## src/rtl/transpose_ctrl.sv

```systemverilog
// rtl/transpose_ctrl.sv - ping-pong 8x8 transpose buffer sequencer between row and column DCT passes
//
// Ports:
//   clk        system clock
//   rst        asynchronous active-low reset
//   flush      synchronous clear of all sequencing state (highest priority)
//   in_valid   row-pass DCT presents a row
//   in_ready   a row can be accepted this cycle (write bank not full)
//   t_wr       buffer write strobe
//   wr_bank    bank being written
//   wr_row     row index for t_wr
//   t_rd       buffer read strobe, column data appears on the buffer output next cycle
//   rd_bank    bank being read
//   rd_col     column index for t_rd
//   out_valid  buffer output holds a valid column
//   out_ready  column-pass DCT accepts the column
//   out_last   current output column is the last column of a block
//   occupancy  number of banks marked full (0..2)

module transpose_ctrl #(
    parameter int N  = 8,
    parameter int IW = 3
) (
    input  logic          clk,
    input  logic          rst,
    input  logic          flush,
    input  logic          in_valid,
    output logic          in_ready,
    output logic          t_wr,
    output logic          wr_bank,
    output logic [IW-1:0] wr_row,
    output logic          t_rd,
    output logic          rd_bank,
    output logic [IW-1:0] rd_col,
    output logic          out_valid,
    input  logic          out_ready,
    output logic          out_last,
    output logic [1:0]    occupancy
);

    localparam logic [IW-1:0] LAST_IDX = IW'(N - 1);

    logic [1:0] full;
    logic [1:0] full_nxt;
    logic       wr_last;
    logic       rd_last;

    assign wr_last   = (wr_row == LAST_IDX);
    assign rd_last   = (rd_col == LAST_IDX);

    assign in_ready  = ~full[wr_bank];
    assign t_wr      = in_valid & in_ready & ~flush;
    // A read is issued whenever the output register is empty or being drained.
    assign t_rd      = full[rd_bank] & (~out_valid | out_ready) & ~flush;
    assign occupancy = {1'b0, full[0]} + {1'b0, full[1]};

    // The write side only sets a bank it owns (not full) and the read side only
    // clears a bank that is full, so both updates never target the same bank.
    always_comb begin
        full_nxt = full;
        if (t_wr && wr_last) begin
            full_nxt[wr_bank] = 1'b1;
        end
        if (t_rd && rd_last) begin
            full_nxt[rd_bank] = 1'b0;
        end
    end

    always_ff @(posedge clk or negedge rst) begin
        if (!rst) begin
            full      <= 2'b00;
            wr_bank   <= 1'b0;
            wr_row    <= '0;
            rd_bank   <= 1'b0;
            rd_col    <= '0;
            out_valid <= 1'b0;
            out_last  <= 1'b0;
        end else if (flush) begin
            full      <= 2'b00;
            wr_bank   <= 1'b0;
            wr_row    <= '0;
            rd_bank   <= 1'b0;
            rd_col    <= '0;
            out_valid <= 1'b0;
            out_last  <= 1'b0;
        end else begin
            full <= full_nxt;

            if (t_wr) begin
                if (wr_last) begin
                    wr_row  <= '0;
                    wr_bank <= ~wr_bank;
                end else begin
                    wr_row  <= wr_row + IW'(1);
                end
            end

            if (t_rd) begin
                if (rd_last) begin
                    rd_col  <= '0;
                    rd_bank <= ~rd_bank;
                end else begin
                    rd_col  <= rd_col + IW'(1);
                end
            end

            // Output register tracks the buffer's registered read data.
            if (t_rd) begin
                out_valid <= 1'b1;
                out_last  <= rd_last;
            end else if (out_ready) begin
                out_valid <= 1'b0;
                out_last  <= 1'b0;
            end
        end
    end

endmodule

```

## config.mk

```make
export PLATFORM = sky130hd
export DESIGN_NAME = transpose_ctrl
export DESIGN_NICKNAME = d
export VERILOG_FILES = /design/src/rtl/transpose_ctrl.sv
export SDC_FILE = /design/constraint.sdc
export NUM_CORES = 1
export LEC_CHECK = 0
export ABC_CLOCK_PERIOD_IN_PS = 2100
export BUFFER_PORTS_ARGS = -buffer_cell sky130_fd_sc_hd__buf_2
export CORE_MARGIN = 2
export CORE_UTILIZATION = 36
export DETAILED_ROUTE_END_ITERATION = 12
export SLEW_MARGIN = 10
export SYNTH_ARGS = -nofsm -noshare
export SYNTH_HDL_FRONTEND = slang
export SYNTH_SLANG_ARGS = --single-unit
export TNS_END_PERCENT = 100
```

## constraint.sdc

```tcl
create_clock -name clk -period 2.1 [get_ports clk]
set_input_delay 0.42 -clock clk [delete_from_list [all_inputs] [get_ports clk]]
set_output_delay 0.42 -clock clk [all_outputs]
set_load 0.005 [all_outputs]
```

==> impl_metrics.env <==
export IMPL_gp_congestion=0.710
export IMPL_hold_ws_ns=0.0131
export IMPL_avgViaCountPerCell=4.95
export IMPL_cts_sinks=12
export IMPL_end_kind="primary output"
export IMPL_switchingPower_uw=97.9
export IMPL_diodes=0
export IMPL_synth_seq_area_share_pct=46.7
export IMPL_die_y_um=46.3
export IMPL_nFillCells=170
export IMPL_start_kind="flop"
export IMPL_min_path_type="input pin to asynchronous set/reset pin"
export IMPL_worst_path_max_fanout=6
export IMPL_grt_use_total_pct=11.9
export IMPL_cp_arrival_ns=1.50
export IMPL_grt_pass1_wl_mm=1.82
export IMPL_cts_inserted_buffers=3
export IMPL_timing_final_crit_share_pct=91.4
export IMPL_sequentialPowerShare_pct=52.8
export IMPL_finalNonFillerCells=111
export IMPL_p_int_uw=351
export IMPL_drive_gt1_share_pct=30.2
export IMPL_cts_resized=0
export IMPL_synth_warning_count=0
export IMPL_post_dp_hpwl_um=976
export IMPL_yosysMostFrequentCell="dfrtp_1"
export IMPL_finalClockSkew_ns=0.00641
export IMPL_start_util_pct=37.7
export IMPL_root_buffer="clkbuf_4"
export IMPL_fin_setup_tns_ns=0
export IMPL_syn_to_final_growth_pct=24.1
export IMPL_min_period_ns=1.92
export IMPL_yosys_top_cells_area="dfrtp_1 (47%), ha_1 (9.7%), o21ai_0 (5.4%)"
export IMPL_switching_share_pct=21.8
export IMPL_synth_cell_type_count=23
export IMPL_ioPinCount=20
export IMPL_total_power_uw=449
export IMPL_final_antenna_net_count=0
export IMPL_core_area_um2=1710
export IMPL_netlist_area_um2=643
export IMPL_num_rows=15
export IMPL_crit_type="flop to primary output"
export IMPL_synth_edf_count=0
export IMPL_synth_top_cell_area_share_pct=46.7
export IMPL_post_cts_buffers=0
export IMPL_hold_violations=0
export IMPL_vias=549
export IMPL_htreeDepth=1
export IMPL_power_per_cell_area_nw_per_um2=563
export IMPL_synth_async_reset_ratio_pct=100
export IMPL_synth_nets=75
export IMPL_die_w_um=46.3
export IMPL_drv_slew=0
export IMPL_ys_flop_type="dfrtp_1"
export IMPL_postCtsHoldBufs=0
export IMPL_peakVddDrop_v=0.000396
export IMPL_route_detailed_drc=0
export IMPL_wirelength_mm=1.31
export IMPL_p_comb_share_pct=6.6
export IMPL_grt_pass1_vias=435
export IMPL_yosys_top_cells_count="dfrtp_1 (12), o21ai_0 (7), nor2_1 (6)"
export IMPL_wire_per_inst_um=11.8
export IMPL_firstDrtPassIters=4
export IMPL_clk_pin_slew_ns=0.08
export IMPL_rr_worst_depth=4
export IMPL_maxSlewHeadroom_pct=67.2
export IMPL_placedCellCount=107
export IMPL_yosysTopAreaCell="dfrtp_1"
export IMPL_pwr_share_clk_pct=40.6
export IMPL_worstSkewPairLatency_ns=0.27
export IMPL_rsz0062_at_grt="false"
export IMPL_synth_seq_cells=12
export IMPL_required_ns=1.68
export IMPL_setup_viol=0
export IMPL_max_cap_violations=0
export IMPL_fmaxAchievable_ghz=0.521
export IMPL_dieArea_um2=2140
export IMPL_syn_avg_cell_area_um2=9.89
export IMPL_grt_max_degree=19
export IMPL_antenna_found_initial=0
export IMPL_p_leak_uw=0.000414
export IMPL_drt_iter0_drc=13
export IMPL_syn_inst=65
export IMPL_cts_tree="built"
export IMPL_overflow=0
export IMPL_numPortBuffers=19
export IMPL_tightest_slew_ns=0.478
export IMPL_status="completed"
export IMPL_nets=97
export IMPL_clockBufferDepth=2
==> cells by family (layout without fill, tap and decap cells) <==
group,Yosys count,count (layout),share of synthesized area (%)
AOI/OAI and AO/OA,16,16,14.4
adders and majority gates,5,5,9.73
buffers and inverters,4,25,2.34
DFF,12,12,46.7
muxes,4,4,6.61
and+or+nand+nor,24,24,20.2
==> metrics by stage <==
step / worst slack, ns / instance area (µm²) / util, %
final: 0.181 / 798 / 46.7
after global routing: 0.108 / 798 / 46.7
after CTS: 0.199 / 798 / 46.7
after detailed placement: 0.507 / 762 / 44.6
after global placement: 0.525 / 762 / 44.6
after floorplan: 0.623 / 643 / -
==> layer usage <==
layer,global-route usage [%],vias up,share of wire (%)
li1,-,278,-
met1,16.2,256,49
met2,18.1,15,47
met3,2.35,0,3.7
met4,5.14,0,0
met5,0,-,0
==> worst max-delay path: stages, from the launching register on <==
cell and delay (ns):
dfrtp_1 0.44, mux2i_1 0.47, and3_1 0.22, buf_2 0.11
==> path summary, 6_finish.rpt <==
kind                            startpoint         to  slack [ns]
worst max-delay path               wr_bank       t_wr        0.18
worst min-delay path                   rst    full[1]        0.01
worst max register to register   rd_col[0]  rd_col[0]        0.56
worst min register to register    out_last   out_last        0.57
max in group asynchronous              rst  wr_row[1]        1.87
min in group clk                 out_ready   out_last        0.46
==> power groups by stage <==
stage               clock network, µW  registers, µW  logic, µW
floorplan                           0            242       14.1
global placement                    0            242       30.2
detailed placement                  0            242       30.6
CTS                               189            237       30.7
global route                      202            237       33.8
finish                            182            237       29.8
==> registers in the layout, summed over array words and instances (netlist names) <==
register,cells
full,2
rd_col,3
out_valid,1
out_last,1
wr_bank,1
rd_bank,1
wr_row,3
==> placed cells by master, fill, tap and decap left out, drive strengths merged, types with 4 or more instances in the layout <==
cell type / synthesis / final
nand3: 4 / 4
nand2b: 4 / 4
clkbuf: 2 / 4
nor2: 6 / 6
o21ai: 7 / 7
a21oi: 5 / 5
ha: 5 / 5
buf: 0 / 19
dfrtp: 12 / 12
==> cell type report <==
type	instances	area, µm²	share of cell area, %
Timing Repair Buffer	19	95.1	11.9
Clock buffer	4	36.3	4.55
Multi-Input combinational cell	49	328	41.1
Inverter	2	7.51	0.940
Sequential cell	12	300	37.6
Tap cell	25	31.3	3.92
Power figures use the tool's default switching activity.
